==> src/rtl/spi_receiver.sv <==
// rtl/spi_receiver.sv - SPI receive endpoint with idle-timeout frame alignment
//
// Oversamples a select-less, MSB-first SPI link (spi_clock idles high, data
// sampled on the rising edge) and presents each assembled byte on a one-entry
// valid/ready output buffer.
//
// Ports:
//   clock        system clock
//   reset        synchronous, active-high reset
//   spi_clock    serial clock, asynchronous, idles high
//   spi_data     serial data, asynchronous, idles high
//   rx_data      last received byte
//   rx_valid     rx_data holds an unconsumed byte
//   rx_ready     consumer accepts rx_data when rx_valid and rx_ready are high
//   rx_busy      frame reception in progress
//   rx_overrun   one-cycle pulse: a completed byte was dropped
//   frame_error  one-cycle pulse: a partial frame was discarded on timeout
module spi_receiver #(
    parameter int DATA_WIDTH   = 8,
    parameter int SYNC_STAGES  = 2,
    parameter int IDLE_TIMEOUT = 32
) (
    input  logic                  clock,
    input  logic                  reset,
    input  logic                  spi_clock,
    input  logic                  spi_data,
    output logic [DATA_WIDTH-1:0] rx_data,
    output logic                  rx_valid,
    input  logic                  rx_ready,
    output logic                  rx_busy,
    output logic                  rx_overrun,
    output logic                  frame_error
);

    localparam int CNT_W = $clog2(DATA_WIDTH + 1);
    localparam int TO_W  = $clog2(IDLE_TIMEOUT);

    localparam logic [CNT_W-1:0] LAST_BIT = CNT_W'(DATA_WIDTH - 1);
    localparam logic [TO_W-1:0]  TO_LAST  = TO_W'(IDLE_TIMEOUT - 1);

    localparam logic [0:0] IDLE  = 1'b0;
    localparam logic [0:0] SHIFT = 1'b1;

    logic [SYNC_STAGES-1:0] sclk_sync;
    logic [SYNC_STAGES-1:0] data_sync;
    logic                   sclk_s;
    logic                   data_s;
    logic                   sclk_q;
    logic                   rise;

    logic [0:0]            state;
    logic [DATA_WIDTH-1:0] shift_reg;
    logic [CNT_W-1:0]      bit_cnt;
    logic [TO_W-1:0]       timeout;
    logic [DATA_WIDTH-1:0] frame_byte;
    logic                  complete;

    // Both lines use the same depth so the sampled data stays aligned with
    // the sampled clock edge. Reset to the idle-high level so leaving reset
    // never fabricates a rising edge.
    always_ff @(posedge clock) begin
        if (reset) begin
            sclk_sync <= '1;
            data_sync <= '1;
            sclk_q    <= 1'b1;
        end else begin
            sclk_sync <= {sclk_sync[SYNC_STAGES-2:0], spi_clock};
            data_sync <= {data_sync[SYNC_STAGES-2:0], spi_data};
            sclk_q    <= sclk_s;
        end
    end

    assign sclk_s = sclk_sync[SYNC_STAGES-1];
    assign data_s = data_sync[SYNC_STAGES-1];
    assign rise   = sclk_s & ~sclk_q;

    // Byte as it looks once the current bit is shifted in.
    assign frame_byte = {shift_reg[DATA_WIDTH-2:0], data_s};
    assign complete   = (state == SHIFT) && rise && (bit_cnt == LAST_BIT);
    assign rx_busy    = (state == SHIFT);

    always_ff @(posedge clock) begin
        if (reset) begin
            state       <= IDLE;
            shift_reg   <= '0;
            bit_cnt     <= '0;
            timeout     <= '0;
            frame_error <= 1'b0;
        end else begin
            frame_error <= 1'b0;
            case (state)
                IDLE: begin
                    if (rise) begin
                        shift_reg <= {{(DATA_WIDTH-1){1'b0}}, data_s};
                        bit_cnt   <= CNT_W'(1);
                        timeout   <= '0;
                        state     <= SHIFT;
                    end
                end
                SHIFT: begin
                    // A rise takes priority over an expiring timeout.
                    if (rise) begin
                        shift_reg <= frame_byte;
                        timeout   <= '0;
                        if (bit_cnt == LAST_BIT) begin
                            bit_cnt <= '0;
                            state   <= IDLE;
                        end else begin
                            bit_cnt <= bit_cnt + CNT_W'(1);
                        end
                    end else if (timeout == TO_LAST) begin
                        // No select line: a stalled partial frame is dropped
                        // so the next rise starts a freshly aligned byte.
                        frame_error <= 1'b1;
                        shift_reg   <= '0;
                        bit_cnt     <= '0;
                        timeout     <= '0;
                        state       <= IDLE;
                    end else begin
                        timeout <= timeout + TO_W'(1);
                    end
                end
                default: state <= IDLE;
            endcase
        end
    end

    // One-entry output buffer. A completion that coincides with an accept
    // reloads the buffer, so back-to-back frames never lose a byte when the
    // consumer keeps up.
    always_ff @(posedge clock) begin
        if (reset) begin
            rx_data    <= '0;
            rx_valid   <= 1'b0;
            rx_overrun <= 1'b0;
        end else begin
            rx_overrun <= 1'b0;
            if (complete) begin
                if (!rx_valid || rx_ready) begin
                    rx_data  <= frame_byte;
                    rx_valid <= 1'b1;
                end else begin
                    rx_overrun <= 1'b1;
                end
            end else if (rx_valid && rx_ready) begin
                rx_valid <= 1'b0;
            end
        end
    end

endmodule

==> config.mk <==
export PLATFORM = sky130hd
export DESIGN_NAME = spi_receiver
export DESIGN_NICKNAME = d
export VERILOG_FILES = /design/src/rtl/spi_receiver.sv
export SDC_FILE = /design/constraint.sdc
export NUM_CORES = 1
export LEC_CHECK = 0
export BUFFER_PORTS_ARGS = -buffer_cell sky130_fd_sc_hd__buf_2
export CORE_MARGIN = 10
export CORE_UTILIZATION = 55
export CTS_CLUSTER_DIAMETER = 40
export DETAILED_ROUTE_END_ITERATION = 16
export GPL_ROUTABILITY_DRIVEN = 0
export GPL_TIMING_DRIVEN = 1
export PLACE_DENSITY = 0.87
export SETUP_SLACK_MARGIN = 0.3
export SLEW_MARGIN = 30
export SYNTH_ARGS = -nofsm -noshare
export SYNTH_HDL_FRONTEND = slang
export SYNTH_SLANG_ARGS = --single-unit
==> constraint.sdc <==
create_clock -name clock -period 1.8 [get_ports clock]
set_input_delay 0.27 -clock clock [delete_from_list [all_inputs] [get_ports clock]]
set_output_delay 0.27 -clock clock [all_outputs]
set_load 0.01 [all_outputs]
Yosys cells after proc, flatten, opt, wreduce, memory -nomap -nowiden
Index checks and enable logic that the tools add are counted.
- output and inout bits: 12
- register bits after elaboration: 33
- logic and storage cells: 56
- input port bits: 5
- add/subtract/negate cells: 2
- equal/unequal tests: 5
- muxes and demuxes: 23
- bitwise gates (word level): 4
- reduce and logical (&&, ||, !) cells: 11
- operators with widths (cell ; count):
    $mux W7 ; 3
    $mux W4 ; 4
    $mux W5 ; 3
    $pmux W7 S2 ; 1
    $pmux W5 S2 ; 1
    $mux W1 ; 9
    $pmux W4 S2 ; 1
    $reduce_and A2 Y1 ; 3
    $add A5 B1 Y5 const B ; 1
    $eq A5 B5 Y1 const B ; 1
    $add A4 B1 Y4 const B ; 1
    $eq A4 B3 Y1 const B ; 1
    $logic_and A1 B1 Y1 ; 3
    $ne A3 B2 Y1 const B ; 1
    $not A1 Y1 ; 3
    $reduce_or A3 Y1 ; 1
    $ne A2 B1 Y1 const B ; 1
    $ne A2 B2 Y1 const B ; 1
    $pmux W1 S2 ; 1
    $reduce_bool A2 Y1 ; 1
    $reduce_or A2 Y1 ; 1
    $and A1 B1 Y1 ; 1
    $logic_not A1 Y1 ; 1
    $logic_or A1 B1 Y1 ; 1

Logic depth before layout (Yosys ltp)
- word-level depth: 6
- gate-level depth with buffers: 6
- mapped depth without buffers: 6

Least setup slack after synthesis
Ideal clock, no wire load.
- path type: register -> register
- start: reg timeout[0]
- end: reg timeout[3]
- path slack: 0.169 ns
- library setup time: 0.070 ns
- buffers on the path: 0
- arrival: 1.561 ns
- period minus slack after synthesis: 1.631 ns
- cell stages (with the launch flop): 6
- required time: 1.730 ns
- cells stage by stage: dfxtp_1 -> ha_1 -> and3_1 -> ha_1 -> or4_1 -> a21oi_1
- cells in the longest elaborated chain, start to end: 4
- elaborated cells between the ends (all ways): 5
- classes of those cells: add/sub (1); eq/ne (1); mux (3)
- RTL lines (element ; line ; text):
    start: declaration ; 54 ; logic [TO_W-1:0] timeout;
    start signal: assignment ; 120 ; timeout <= timeout + TO_W'(1);
    $add A5 B1 Y5 or $eq A5 B5 Y1 (tied branches) ; 120, 111 ;
    $mux W5 (*) ; 111 ; end else if (timeout == TO_LAST) begin
    $mux W5 (*) ; 102 ; if (rise) begin
    $pmux W5 S2 (*) ; 91 ; case (state)
Every way passes the cells marked *; elsewhere a longest branch is shown, timed or not.
A chain may end at the register's enable or synchronous reset.

Final worst setup path
- start: reg bit_cnt[0]
- end: reg bit_cnt[3]
- cells in the longest elaborated chain, start to end: 4
- elaborated cells between the ends (all ways): 5
- classes of those cells: add/sub (1); eq/ne (1); mux (3)
- RTL lines (element ; line ; text):
    start: declaration ; 53 ; logic [CNT_W-1:0] bit_cnt;
    start signal: assignment ; 109 ; bit_cnt <= bit_cnt + CNT_W'(1);
    $add A4 B1 Y4 or $eq A4 B3 Y1 (tied branches) ; 109, 105 ;
    $mux W4 (*) ; 105 ; if (bit_cnt == LAST_BIT) begin
    $mux W4 (*) ; 102 ;
    $pmux W4 S2 (*) ; 91 ;
Marks and branches as above.

==> summary.md <==
| Metric | Value |
|---|---|
| Status | `finished, final reports clean` |
| Inserted Clock Buffers | `5` |
| Final Non-Filler Cells | `190` |
| Synth Register Bits | `33` |
| Slew Limit Fails | `0` |
| Top cell type by total area after synthesis | `dfxtp_1` |
| Worst slew pin tran | `0.485 ns` |
| Inserted Diodes | `0` |
| Overall power | `1210 uW` |
| Vert. Die Dim | `69.5 um` |
| CTS Buffer Depth | `2` |
| # H-tree levels | `2` |
| Worst EP required | `2.05 ns` |
| IO buf count | `16` |
| Initial antenna violation count | `0` |
| Post-DP HPWL | `1.97 mm` |
| Total wire length | `3.16 mm` |
| Slowest CP cell | `or4b_1` |
| Hold buffers post-CTS | `0` |
| CP Class | `reg2reg` |
| Total GRT Usage | `0.120` |
| Fmax | `0.665 GHz` |
| Root Driver | `clkbuf_4` |
| EDFF count, synth | `0` |
| Synthesized Nets | `149` |
| Worst-Skew Late Latency | `0.33 ns` |
| CTS tree | `yes` |
| NumNets Final | `171` |
| Placed Cells | `178` |
| Cell Rows | `17` |
| TNS Setup | `0 ns` |
| Share of the synthesized area in the top cell type | `0.491` |
| Worst EP arrival | `1.76 ns` |
| CP delay by family, top | `simple AND/OR/NAND/NOR gates` |
| RSZ-0062 raised after global routing | `yes` |
| Min-delay worst type | `in2reg` |
| Post-synthesis to final-layout area growth | `21.3%` |
| DR vias | `1133` |
| Final Critical Period | `1.50 ns` |
| Mapped Cells | `140` |
| Leakage | `0.000633 uW` |
| Max FFs per register | `8` |
| Pre-CTS WS | `0.143 ns` |
| Pwr Density | `744 nW/um2` |
| Vias in the first global route | `1110` |
| Number of I/O pins | `17` |
| # setup viols final | `0` |
| Core Footprint | `2280 um2` |
| Antenna viol nets, final | `0` |
| Worst-path clk slew | `0.10 ns` |
| Crit path max fanout | `4` |
| Pre-antenna DRT Iters | `4` |
| Largest net degree at the start of global routing | `37` |
| Commonest cells in the netlist | `33 x dfxtp_1, 20 x nand2b_1, 11 x nor2_1` |
| Max-cap violations | `0` |
| Worst setup EP type | `flop` |
| Setup ws final | `0.296 ns` |
| Starting DRT DRC Count | `114` |
| Avg WL per Cell | `16.6 um` |
| Die ar. | `4830 um2` |
| Via-to-Cell Ratio | `5.96` |
| CP bufs+invs | `0` |
| Register area share after synthesis | `0.491` |
| FILL cells | `176` |
| Crit-path cells | `ha_4 > and3b_2 > or4b_1 > a31oi_1` |
| First-pass GRT wire length | `4.91 mm` |
| Hold path startpoint | `spi_data` |
| Share of cells above drive strength 1 | `0.321` |
| CP max stage delay | `0.48 ns` |
| CP startpoint | `bit_cnt[0]$_SDFFE_PP0P_` |
| Max-slew headroom | `0.676` |
| Worst Skew | `0.0103 ns` |
| Critical path startpoint category | `flop` |
| Async SR Flop Fraction | `0` |
| Die Wd | `69.5 um` |
| Clock sink total | `33` |
| Fin util | `0.717` |
| Top_reg_cell synth | `dfxtp_1` |
| Worst r2r src | `bit_cnt[0]$_SDFFE_PP0P_` |
| Count leader, synth | `dfxtp_1` |
| DRC | `0` |
| Synth warn | `0` |
| Average cell area after synthesis | `9.62 um2` |
| Mapped cell area | `1350 um2` |
| Area contributors post-synth | `dfxtp_1 49%, nand2b_1 9.3%, mux2i_1 6.7%` |
| Remaining Overflow, GRT | `0` |
| Peak supply drop | `0.662 mV` |
| Final period utilization | `0.836` |
| Initial core utilization | `0.592` |
| Final hold viol count | `0` |
| Synth cell types | `29` |
## cells in the final DEF, fill, tap and decap left out, types with 3 or more instances in the layout
master / n
a21oi_1: 6
o21ai_0: 3
nor2_1: 11
dfxtp_2: 3
nand2b_1: 20
nand3_1: 4
mux2i_1: 9
ha_4: 3
or2_2: 5
clkbuf_4: 5
a32oi_1: 5
buf_2: 16
buf_4: 7
nand2_1: 6
dfxtp_1: 29
## worst reg2reg max path, cell delays in order, from the launching register on
cell	delay (ns)
dfxtp_4	0.38
ha_4	0.17
and3b_2	0.22
or4b_1	0.48
a31oi_1	0.19
## power breakdown
group	leakage (uW)	switching, uW	internal [uW]
registers	0.000269	8.20	737
clock network	0.0000314	238	184
logic	0.000332	25.7	21.5
## path summary, 6_finish.rpt
check / cells past startpoint / to / slack [ns]
worst max register to register: 4 / bit_cnt[3]$_SDFFE_PP0P_ / 0.30
worst min register to register: 1 / sclk_sync[1]$_SDFF_PP1_ / 0.42
worst max-delay path: 4 / bit_cnt[3]$_SDFFE_PP0P_ / 0.30
worst min-delay path: 2 / data_sync[0]$_SDFF_PP1_ / 0.11
## timing repair
action	in CTS	in global routing
pin swaps	4	6
gates resized for setup	5	12
buffers inserted	3	2
setup endpoints to repair	13	16
hold endpoints to repair	0	0
## per-stage QoR
step	cell area (um2)	hold WS (ns)
after global routing	1630	0.109
after detailed placement	1460	0.398
after floorplan	1370	0.374
after global placement	1460	0.396
final	1630	0.109
after CTS	1560	0.107
## cells by family (layout without fill, tap and decap cells)
kind of cell               Yosys count  in the layout  synth area share
buffers and inverters                9             31            0.0297
AOI/OAI and AO/OA                   22             22             0.110
and+or+nand+nor                     63             63             0.266
muxes                                9              9            0.0669
DFF                                 33             33             0.491
adders and majority gates            4              4            0.0372
## per-layer routing
layer,vias up,part of all wire,track usage
met5,-,0,0
met1,540,0.44,0.140
met4,0,0.020,0.0687
li1,539,-,-
met2,42,0.47,0.183
met3,12,0.071,0.0456
## cell type report
class	count	area [um2]	area share
Multi-Input combinational cell	98	738	0.452
Inverter	1	3.75	0.00230
Clock buffer	7	55.1	0.0337
Timing Repair Buffer	23	133	0.0812
Sequential cell	33	668	0.409
Tap cell	28	35.0	0.0215
Power figures use the tool's default switching activity.
